===== config.mk =====
export PLATFORM = sky130hd
export DESIGN_NAME = frame_scheduler
export DESIGN_NICKNAME = d
export VERILOG_FILES = /design/src/rtl/frame_scheduler.sv
export SDC_FILE = /design/constraint.sdc
export NUM_CORES = 1
export LEC_CHECK = 0
export CAP_MARGIN = 20
export CORE_AREA = 10 10 78 80
export CTS_BUF_LIST = sky130_fd_sc_hd__clkbuf_8
export DETAILED_ROUTE_END_ITERATION = 10
export DIE_AREA = 0 0 88 90
export GPL_ROUTABILITY_DRIVEN = 0
export GPL_TIMING_DRIVEN = 0
export MAX_ROUTING_LAYER = met4
export PLACE_DENSITY = 0.59
export SETUP_SLACK_MARGIN = 0.05
export SLEW_MARGIN = 10
export SYNTH_ARGS = -nofsm -noshare
export SYNTH_HDL_FRONTEND = slang
export SYNTH_SLANG_ARGS = --single-unit
export TNS_END_PERCENT = 20

===== constraint.sdc =====
create_clock -name Clk -period 2.9 [get_ports Clk]
set_clock_uncertainty 0.1 [all_clocks]
set_input_delay 0.87 -clock Clk [delete_from_list [all_inputs] [get_ports Clk]]
set_output_delay 0.87 -clock Clk [all_outputs]
set_load 0.005 [all_outputs]

===== src/rtl/frame_scheduler.sv =====
// Per-frame sequencer: syncs vsync, paces renders, gates renderer writes and flips display buffers.
// Latency: vsync edge visible on frame_clk_edge 2 Clk after sampling; draw_start 1 Clk after the tick.
// Backpressure: display reader (mem_rd_req) always wins the shared port; wr_en drops combinationally.
// Optional render watchdog is compiled in with `define FRAME_SCHED_TIMEOUT_EN.
module frame_scheduler #(
  parameter int          FRAME_DIV       = 1,
  parameter logic [19:0] MAX_DRAW_CYCLES = 20'd1000000
) (
  input  logic        Clk,
  input  logic        Reset,
  input  logic        vsync,
  input  logic        draw_done,
  input  logic        mem_rd_req,
  output logic [1:0]  frame_clk_edge,
  output logic        draw_start,
  output logic        wr_en,
  output logic        buffer_using,
  output logic        busy,
  output logic [15:0] frame_count,
  output logic [7:0]  overrun_count,
  output logic        draw_abort
);

  typedef enum logic [1:0] {IDLE, DRAW, WAIT_SWAP} state_t;

  localparam logic [3:0] DIV_LAST = 4'(FRAME_DIV - 1);

  // Reject configurations the divider or watchdog cannot represent.
  if (FRAME_DIV < 1 || FRAME_DIV > 15) begin : g_bad_frame_div
    $error("frame_scheduler: FRAME_DIV must be in 1..15");
  end
  if (MAX_DRAW_CYCLES == 20'd0) begin : g_bad_max_draw
    $error("frame_scheduler: MAX_DRAW_CYCLES must be non-zero");
  end

  state_t     state;
  logic       sync1;
  logic       sync2;
  logic       edge_reg;
  logic [3:0] div_cnt;
  logic       tick;
  logic       eligible;
  logic       at_limit;

  // Two-flop synchroniser for the asynchronous vsync plus a delayed copy for edge detection.
  always_ff @(posedge Clk) begin
    if (Reset) begin
      sync1    <= 1'b0;
      sync2    <= 1'b0;
      edge_reg <= 1'b0;
    end else begin
      sync1    <= vsync;
      sync2    <= sync1;
      edge_reg <= sync2;
    end
  end

  assign frame_clk_edge = {edge_reg, sync2};
  assign tick           = (frame_clk_edge == 2'b01);
  assign eligible       = tick && (div_cnt == 4'd0);

  // Frame divider: every tick advances it; only ticks landing on 0 may start or swap a render.
  always_ff @(posedge Clk) begin
    if (Reset) begin
      div_cnt <= 4'd0;
    end else if (tick) begin
      div_cnt <= (div_cnt == DIV_LAST) ? 4'd0 : div_cnt + 4'd1;
    end
  end

`ifdef FRAME_SCHED_TIMEOUT_EN
  logic [19:0] draw_cyc;
  assign at_limit = (state == DRAW) && (draw_cyc == MAX_DRAW_CYCLES - 20'd1);
`else
  assign at_limit   = 1'b0;
  assign draw_abort = 1'b0;
`endif

  // The renderer writes only in DRAW, never in the start cycle, and yields to the display reader.
  assign wr_en = (state == DRAW) && !mem_rd_req && !draw_start && !at_limit;

  // Render sequencer; all outputs are registered alongside the state.
  always_ff @(posedge Clk) begin
    if (Reset) begin
      state         <= IDLE;
      draw_start    <= 1'b0;
      busy          <= 1'b0;
      buffer_using  <= 1'b0;
      frame_count   <= 16'd0;
      overrun_count <= 8'd0;
`ifdef FRAME_SCHED_TIMEOUT_EN
      draw_cyc      <= 20'd0;
      draw_abort    <= 1'b0;
`endif
    end else begin
      draw_start <= 1'b0;
`ifdef FRAME_SCHED_TIMEOUT_EN
      draw_abort <= 1'b0;
`endif
      case (state)
        IDLE: begin
          if (eligible) begin
            state      <= DRAW;
            busy       <= 1'b1;
            draw_start <= 1'b1;
`ifdef FRAME_SCHED_TIMEOUT_EN
            draw_cyc   <= 20'd0;
`endif
          end
        end
        DRAW: begin
          if (draw_done) begin
            if (eligible) begin
              // Completion coincides with the boundary: swap and restart at once.
              buffer_using <= ~buffer_using;
              frame_count  <= frame_count + 16'd1;
              draw_start   <= 1'b1;
`ifdef FRAME_SCHED_TIMEOUT_EN
              draw_cyc     <= 20'd0;
`endif
            end else begin
              state <= WAIT_SWAP;
              busy  <= 1'b0;
            end
          end else begin
            if (eligible && overrun_count != 8'hFF) begin
              overrun_count <= overrun_count + 8'd1;
            end
`ifdef FRAME_SCHED_TIMEOUT_EN
            if (at_limit) begin
              // Abandon the render; the displayed buffer and swap count stay as they are.
              state      <= IDLE;
              busy       <= 1'b0;
              draw_abort <= 1'b1;
            end else begin
              draw_cyc <= draw_cyc + 20'd1;
            end
`endif
          end
        end
        WAIT_SWAP: begin
          if (eligible) begin
            state        <= DRAW;
            busy         <= 1'b1;
            buffer_using <= ~buffer_using;
            frame_count  <= frame_count + 16'd1;
            draw_start   <= 1'b1;
`ifdef FRAME_SCHED_TIMEOUT_EN
            draw_cyc     <= 20'd0;
`endif
          end
        end
        default: begin
          state <= IDLE;
          busy  <= 1'b0;
        end
      endcase
    end
  end

endmodule


==> results of run 1 <==
-- critical path, stage by stage --
cell and delay (ns):
sky130_fd_sc_hd__clkdlybuf4s50_1 0.55, sky130_fd_sc_hd__and3b_1 0.20, sky130_fd_sc_hd__o211ai_1 0.17, sky130_fd_sc_hd__clkbuf_1 0.26, sky130_fd_sc_hd__nor4_2 0.35, sky130_fd_sc_hd__mux2_2 0.36
-- final timing paths --
check / startpoint / endpoint / slack [ns] / depth (start not counted)
worst max-delay path: draw_done / frame_count[9] / 0.21 / 6
worst min-delay path: sync1 / sync2 / 0.34 / 1
worst max register to register: div_cnt[0] / overrun_count[5] / 0.70 / 7
worst min register to register: sync1 / sync2 / 0.34 / 1
-- kinds of logic (layout without fill, tap and decap cells) --
family	count (synthesis)	after routing	share of synthesized area
simple gates	76	76	0.2793
mux	3	3	0.01857
other cells	1	1	0.002141
xor+xnor	5	5	0.02500
flops	36	36	0.4114
buf+inv	21	63	0.06928
compound gates	47	47	0.1657
fa+ha+maj	4	4	0.02857
-- final cells by class --
cell class | count | area (sq um)
multi-input combinational | 136 | 915.9
clock buffer | 6 | 82.58
clock inverter | 2 | 7.507
sequential | 36 | 720.7
fill | 468 | 2344
tap | 54 | 67.56
timing repair buffer | 34 | 339.1
inverter | 9 | 33.78
buffer | 12 | 87.58
-- cell usage in the layout (no fill, tap or decap), types with 2 or more instances in the layout --
| master | count |
|---|---|
| sky130_fd_sc_hd__dfxtp_1 | 36 |
| sky130_fd_sc_hd__or4_4 | 3 |
| sky130_fd_sc_hd__clkbuf_8 | 7 |
| sky130_fd_sc_hd__or2_2 | 2 |
| sky130_fd_sc_hd__inv_1 | 11 |
| sky130_fd_sc_hd__o21ai_0 | 5 |
| sky130_fd_sc_hd__clkbuf_1 | 4 |
| sky130_fd_sc_hd__ha_1 | 4 |
| sky130_fd_sc_hd__or4_1 | 15 |
| sky130_fd_sc_hd__a211oi_1 | 2 |
| sky130_fd_sc_hd__xor2_1 | 3 |
| sky130_fd_sc_hd__o31ai_1 | 14 |
| sky130_fd_sc_hd__a21oi_1 | 21 |
| sky130_fd_sc_hd__or3_1 | 4 |
| sky130_fd_sc_hd__nor2_1 | 12 |
| sky130_fd_sc_hd__xnor2_1 | 2 |
| sky130_fd_sc_hd__nand4_1 | 4 |
| sky130_fd_sc_hd__nor2b_1 | 5 |
| sky130_fd_sc_hd__nand2b_1 | 2 |
| sky130_fd_sc_hd__clkdlybuf4s50_1 | 33 |
| sky130_fd_sc_hd__nor3_1 | 5 |
| sky130_fd_sc_hd__nand2_1 | 9 |
| sky130_fd_sc_hd__nand3_1 | 4 |
| sky130_fd_sc_hd__mux2_2 | 2 |
| sky130_fd_sc_hd__buf_4 | 3 |
| sky130_fd_sc_hd__buf_6 | 2 |
-- layer usage --
metal,global-route usage,part of all wire,vias to the layer above
li1,-,-,792
met1,0.1265,0.43,717
met2,0.1620,0.48,41
met3,0.04332,0.077,6
met4,0.03590,0.015,0
met5,-,0,-
-- where the power goes --
group	internal (mW)	leakage [nW]	switching (mW)	total [mW]
Combinational	0.0222	0.402	0.0214	0.0436
Clock	0.187	0.0538	0.174	0.361
Sequential	0.499	0.291	0.00439	0.504
-- stage by stage --
| stage | cells | setup slack [ns] | instance area, sq um |
|---|---|---|---|
| 4_1_cts | 289 | 0.1672 | 2248 |
| 2_1_floorplan | 193 | 0.5804 | 1752 |
| 3_5_place_dp | 281 | -0.1420 | 2160 |
| 6_report | 289 | 0.2088 | 2255 |
| 5_1_grt | 289 | 0.06706 | 2255 |
| 3_3_place_gp | 281 | -0.1374 | 2160 |
-- timing repair --
| action | 4_1_cts | 5_1_grt |
|---|---|---|
| resized for setup | 1 | 1 |
| setup endpoints to repair | 1 | 1 |
| gates cloned | 0 | 0 |
| setup buffers | 0 | 0 |
| hold endpoints to repair | 0 | 0 |
==> impl_table.tex, run 1 <==
\begin{tabular}{lr}
\hline
Metric & Value \\
\hline
\multicolumn{2}{l}{\textbf{STA}} \\
Final number of max-transition violations & 0 \\
Final setup vio count & 0 \\
Worst Hold Margin & 0.3407 ns \\
Total negative setup slack & 0 ns \\
Maximum frequency from static timing analysis & 371.6 MHz \\
Final critical-path share of the clock period & 0.9280 \\
Clock period minus final worst setup slack & 2.691 ns \\
Final number of hold-violating endpoints & 0 \\
Setup repair after global routing missed its margin & false \\
\multicolumn{2}{l}{\textbf{Clocking}} \\
Clock tree root driver cell & sky130\_fd\_sc\_hd\_\_clkbuf\_8 \\
TritonCTS Sinks & 36 \\
Maximum level of the CTS H-tree & 2 \\
CTS hold repair buffers & 0 \\
Cts bufs inserted & 5 \\
Post-CTS clock slew at the launch and capture registers of the worst setup and hold paths & 0.07 ns \\
Maximum buffer depth of the clock tree & 2 \\
Clk Latency, worst-skew pair & 0.29 ns \\
Clock tree from TritonCTS & done \\
\multicolumn{2}{l}{\textbf{Yosys}} \\
Commonest cells in the netlist & sky130\_fd\_sc\_hd\_\_dfxtp\_1, sky130\_fd\_sc\_hd\_\_a21oi\_1, sky130\_fd\_sc\_hd\_\_or4\_1, sky130\_fd\_sc\_hd\_\_o31ai\_1, sky130\_fd\_sc\_hd\_\_nor2\_1 \\
Largest cells by area after synthesis & sky130\_fd\_sc\_hd\_\_dfxtp\_1, sky130\_fd\_sc\_hd\_\_or4\_1, sky130\_fd\_sc\_hd\_\_a21oi\_1, sky130\_fd\_sc\_hd\_\_o31ai\_1, sky130\_fd\_sc\_hd\_\_ha\_1 \\
Commonest register cell after synthesis & sky130\_fd\_sc\_hd\_\_dfxtp\_1 \\
Most area-hungry cell type in the Yosys netlist & sky130\_fd\_sc\_hd\_\_dfxtp\_1 \\
Distinct cells, synth & 45 \\
Count of state elements after synthesis & 36 \\
Syn nets & 202 \\
Syn Area/Cell & 9.076 sq um \\
Yosys top cell area share & 0.4114 \\
Post-synthesis instance total & 193 \\
Share of synthesized area occupied by flip-flops and latches & 0.4114 \\
Async set-or-reset flop fraction in the synthesized netlist & 0 \\
Count of flip-flops with a built-in enable after synthesis & 0 \\
Most frequent cell after synthesis & sky130\_fd\_sc\_hd\_\_dfxtp\_1 \\
Synth warn & 0 \\
Combined area of all synthesized cells & 1752 sq um \\
\multicolumn{2}{l}{\textbf{Drt}} \\
Drt first pass iters & 4 \\
Detailed Route WL & 4085 um \\
Post-route DRC & 0 \\
Ratio of routed vias to standard cells & 5.384 \\
Remaining antenna violation count after routing & 0 \\
DRT iter0 DRCs & 81 \\
Routed len/inst & 14.13 um \\
Vias after detailed routing & 1,556 \\
\multicolumn{2}{l}{\textbf{Global routing}} \\
Global-route wire length before repair & 6782 um \\
Global-route usage over all layers & 0.1077 \\
Largest net degree at the start of global routing & 11 \\
Number of global-route vias before repair & 1,393 \\
Antenna violations before repair & 0 \\
GR Overflow Total & 0 \\
\multicolumn{2}{l}{\textbf{Setup path}} \\
Crit Path Max Fanout & 10 \\
Kind of capture point of the worst setup path & flip-flop \\
Arrival time of data at the critical path endpoint & 2.77 ns \\
Kind of launch point of the worst setup path & input port \\
Worst Path Required & 2.98 ns \\
Crit path kind & input port to flip-flop \\
\multicolumn{2}{l}{\textbf{Layout}} \\
Largest register FFs & 16 \\
Diode insertion count for antenna repair & 0 \\
Utilization of the core after routing & 0.4903 \\
Fraction of final layout cells sized beyond drive strength 1 & 0.1064 \\
Leading registers by flop count & frame\_count: 16 flops, overrun\_count: 8 flops, div\_cnt: 4 flops \\
Signed area change from the synthesized netlist to the final layout & 28.71\% \\
Register name with the most flops & frame\_count \\
Final net count & 243 \\
\multicolumn{2}{l}{\textbf{Die}} \\
Width of the die & 88 um \\
Row count & 25 \\
Number of top-level pins & 36 \\
Die Footprint & 7920 sq um \\
Starting density of the core & 0.3810 \\
Die boundary height & 90 um \\
Area of the core region & 4598 sq um \\
\multicolumn{2}{l}{\textbf{Status}} \\
Status & complete, no violations \\
\multicolumn{2}{l}{\textbf{Place}} \\
Port Buffers & 34 \\
Detail Placement HPWL & 3007 um \\
\multicolumn{2}{l}{\textbf{Run}} \\
Number of maximum-capacitance violations & 0 \\
\multicolumn{2}{l}{\textbf{Pwr}} \\
Worst IR drop on VDD & 0.2391 mV \\
Standby leakage power & 0.7463 nW \\
Overall power consumption & 0.9080 mW \\
Power per cell area & 402.7 nW/um\^{}2 \\
\multicolumn{2}{l}{\textbf{Hold path}} \\
Worst Hold Class & flip-flop to flip-flop \\
\hline
\end{tabular}
(Power assumes the default switching activity.)
==> run 2: changes to the inputs <==
Settings changed: ABC_CLOCK_PERIOD_IN_PS set to 2900.
==> results of run 2 <==
Same layout as run 1: the final DEF is identical, and so are final timing and power.
==> run 3: changes to the inputs <==
Settings changed: CTS_BUF_LIST sky130_fd_sc_hd__clkbuf_8 to unset.
==> impl_table.tex, run 3 (same netlist as run 1, synthesis figures left out) <==
\begin{tabular}{lr}
\hline
Metric & Value \\
\hline
\multicolumn{2}{l}{\textbf{Setup path}} \\
Source of the worst register-to-register timing path & div\_cnt[0] \\
CP max stage cell & sky130\_fd\_sc\_hd\_\_clkdlybuf4s50\_1 \\
Cells traversed along the worst timing path & clkdlybuf4s50\_1 -> and3b\_1 -> o211ai\_1 -> clkbuf\_1 -> nor4\_2 -> mux2\_2 \\
Delay of the slowest cell on the worst path & 0.56 ns (about the same) \\
Worst Path Required & 2.98 ns (about the same) \\
Kind of capture point of the worst setup path & flip-flop \\
Crit Path Max Fanout & 10 (unchanged) \\
Timing startpoint of the critical path & draw\_done \\
Crit path kind & input port to flip-flop \\
Kind of launch point of the worst setup path & input port \\
Arrival time of data at the critical path endpoint & 2.79 ns (+0.02 ns) \\
\multicolumn{2}{l}{\textbf{Global routing}} \\
Number of global-route vias before repair & 1,393 (unchanged) \\
Global-route usage over all layers & 0.1077 (unchanged) \\
Largest net degree at the start of global routing & 11 (unchanged) \\
Antenna violations before repair & 0 (unchanged) \\
Global-route wire length before repair & 6782 um (unchanged) \\
GR Overflow Total & 0 (unchanged) \\
\multicolumn{2}{l}{\textbf{Pwr}} \\
Worst IR drop on VDD & 0.2390 mV (about the same) \\
Power per cell area & 405.6 nW/um\^{}2 (+0.72\%) \\
Standby leakage power & 0.7380 nW (-1.1\%) \\
\multicolumn{2}{l}{\textbf{Die}} \\
Area of the core region & 4598 sq um (unchanged) \\
Die boundary height & 90 um (unchanged) \\
Number of top-level pins & 36 (unchanged) \\
Starting density of the core & 0.3810 (unchanged) \\
Row count & 25 (unchanged) \\
Die Footprint & 7920 sq um (unchanged) \\
Width of the die & 88 um (unchanged) \\
\multicolumn{2}{l}{\textbf{Layout}} \\
Signed area change from the synthesized netlist to the final layout & 28.71\% (unchanged) \\
Leading cell type in the layout, fill and taps excluded & sky130\_fd\_sc\_hd\_\_dfxtp\_1 \\
Register name with the most flops & frame\_count \\
Leading registers by flop count & frame\_count: 16 flops, overrun\_count: 8 flops, div\_cnt: 4 flops \\
Final net count & 243 (unchanged) \\
FILL cells & 468 (unchanged) \\
Diode insertion count for antenna repair & 0 (unchanged) \\
Largest register FFs & 16 (unchanged) \\
Non-filler instance count after layout & 289 (unchanged) \\
Utilization of the core after routing & 0.4903 (unchanged) \\
Commonest non-fill, non-tap cells in the layout & sky130\_fd\_sc\_hd\_\_dfxtp\_1, sky130\_fd\_sc\_hd\_\_clkdlybuf4s50\_1, sky130\_fd\_sc\_hd\_\_a21oi\_1 \\
Fraction of final layout cells sized beyond drive strength 1 & 0.1064 (unchanged) \\
\multicolumn{2}{l}{\textbf{Clocking}} \\
Clock tree from TritonCTS & done \\
CTS hold repair buffers & 0 (unchanged) \\
Buffers inserted by post-CTS timing repair & 0 (unchanged) \\
Cts bufs inserted & 5 (unchanged) \\
Clk Latency, worst-skew pair & 0.29 ns (about the same) \\
Maximum buffer depth of the clock tree & 2 (unchanged) \\
Clock tree root driver cell & sky130\_fd\_sc\_hd\_\_clkbuf\_8 \\
Post-CTS clock slew at the launch and capture registers of the worst setup and hold paths & 0.07 ns (about the same) \\
Maximum level of the CTS H-tree & 2 (unchanged) \\
TritonCTS Sinks & 36 (unchanged) \\
\multicolumn{2}{l}{\textbf{Place}} \\
Detail Placement HPWL & 3007 um (unchanged) \\
Port Buffers & 34 (unchanged) \\
Number of instances in the placed design & 281 (unchanged) \\
\multicolumn{2}{l}{\textbf{Hold path}} \\
HP Start & sync1 \\
Worst Hold Class & flip-flop to flip-flop \\
\multicolumn{2}{l}{\textbf{Drt}} \\
DRT iter0 DRCs & 81 (unchanged) \\
Detailed Route WL & 4107 um (+0.54\%) \\
Routed len/inst & 14.21 um (+0.54\%) \\
Post-route DRC & 0 (unchanged) \\
Vias after detailed routing & 1,560 (+0.26\%) \\
Drt first pass iters & 4 (unchanged) \\
Ratio of routed vias to standard cells & 5.398 (+0.26\%) \\
Remaining antenna violation count after routing & 0 (unchanged) \\
\multicolumn{2}{l}{\textbf{STA}} \\
Setup repair after global routing missed its margin & false \\
Final setup vio count & 0 (unchanged) \\
Final number of hold-violating endpoints & 0 (unchanged) \\
Maximum frequency from static timing analysis & 368.8 MHz (-0.76\%) \\
Final number of max-transition violations & 0 (unchanged) \\
Clock period minus final worst setup slack & 2.712 ns (+0.02058 ns) \\
Final critical-path share of the clock period & 0.9351 (+0.007097) \\
Worst Hold Margin & 0.3407 ns (-0.00001300 ns) \\
\multicolumn{2}{l}{\textbf{Status}} \\
Status & complete, no violations \\
\multicolumn{2}{l}{\textbf{Run}} \\
Number of maximum-capacitance violations & 0 (unchanged) \\
\hline
\end{tabular}
## run 3: through the flow
stage | setup TNS [ns] | cell area (sq um) | worst slack [ns] | power (mW)
4_1_cts | 0 | 2248 | 0.1672 | 0.9304
3_5_place_dp | -0.3891 | 2160 | -0.1420 | 0.5598
3_3_place_gp | -0.2708 | 2160 | -0.1374 | 0.5593
6_report | 0 | 2255 | 0.1882 | 0.9145
2_1_floorplan | 0 | 1752 | 0.5804 | 0.5402
5_1_grt | 0 | 2255 | 0.06706 | 0.9560
## run 3: final cells by class
class | instances | area [sq um] | share of cell area
Multi-Input combinational cell | 136 | 915.9 | 0.4062
Clock buffer | 8 | 90.09 | 0.03996
Timing Repair Buffer | 34 | 339.1 | 0.1504
Sequential cell | 36 | 720.7 | 0.3196
Buffer | 12 | 87.58 | 0.03885
Inverter | 9 | 33.78 | 0.01498
Tap cell | 54 | 67.56 | 0.02997
## run 3: critical path, delay by kind of cell
kind	cells	cell delay, ns
AO/OA/AOI/OAI	1	0.17
buffers and inverters	2	0.83
multiplexers	1	0.36
AND/OR/NAND/NOR	2	0.55
## run 3: worst paths after layout
kind                      end  slack (ns)  cells past startpoint
max            frame_count[9]        0.19                      6
min                     sync2        0.34                      1
max reg2reg  overrun_count[5]        0.69                      7
min reg2reg             sync2        0.34                      1
## run 3: report_power, final
| group | switching (mW) | internal (mW) | total [mW] | leakage, nW |
|---|---|---|---|---|
| clock network | 0.173 | 0.194 | 0.367 | 0.0455 |
| registers | 0.00437 | 0.499 | 0.504 | 0.291 |
| logic | 0.0216 | 0.0222 | 0.0439 | 0.402 |
| total | 0.199 | 0.715 | 0.914 | 0.738 |
## run 3: routing by layer
layer | share of wire | vias to the layer above | global-route usage | wire [um]
met1 | 0.44 | 732 | 0.1265 | 1814
met4 | 0.015 | 0 | 0.03590 | 62
met2 | 0.48 | 31 | 0.1620 | 1953
met5 | 0 | - | - | 0
li1 | - | 791 | - | -
met3 | 0.067 | 6 | 0.04332 | 276
## run 3: timing repair
| action | in CTS | in global routing |
|---|---|---|
| gates resized for setup | 1 | 1 |
| pin swaps | 0 | 0 |
| endpoints found under the setup margin | 1 | 1 |
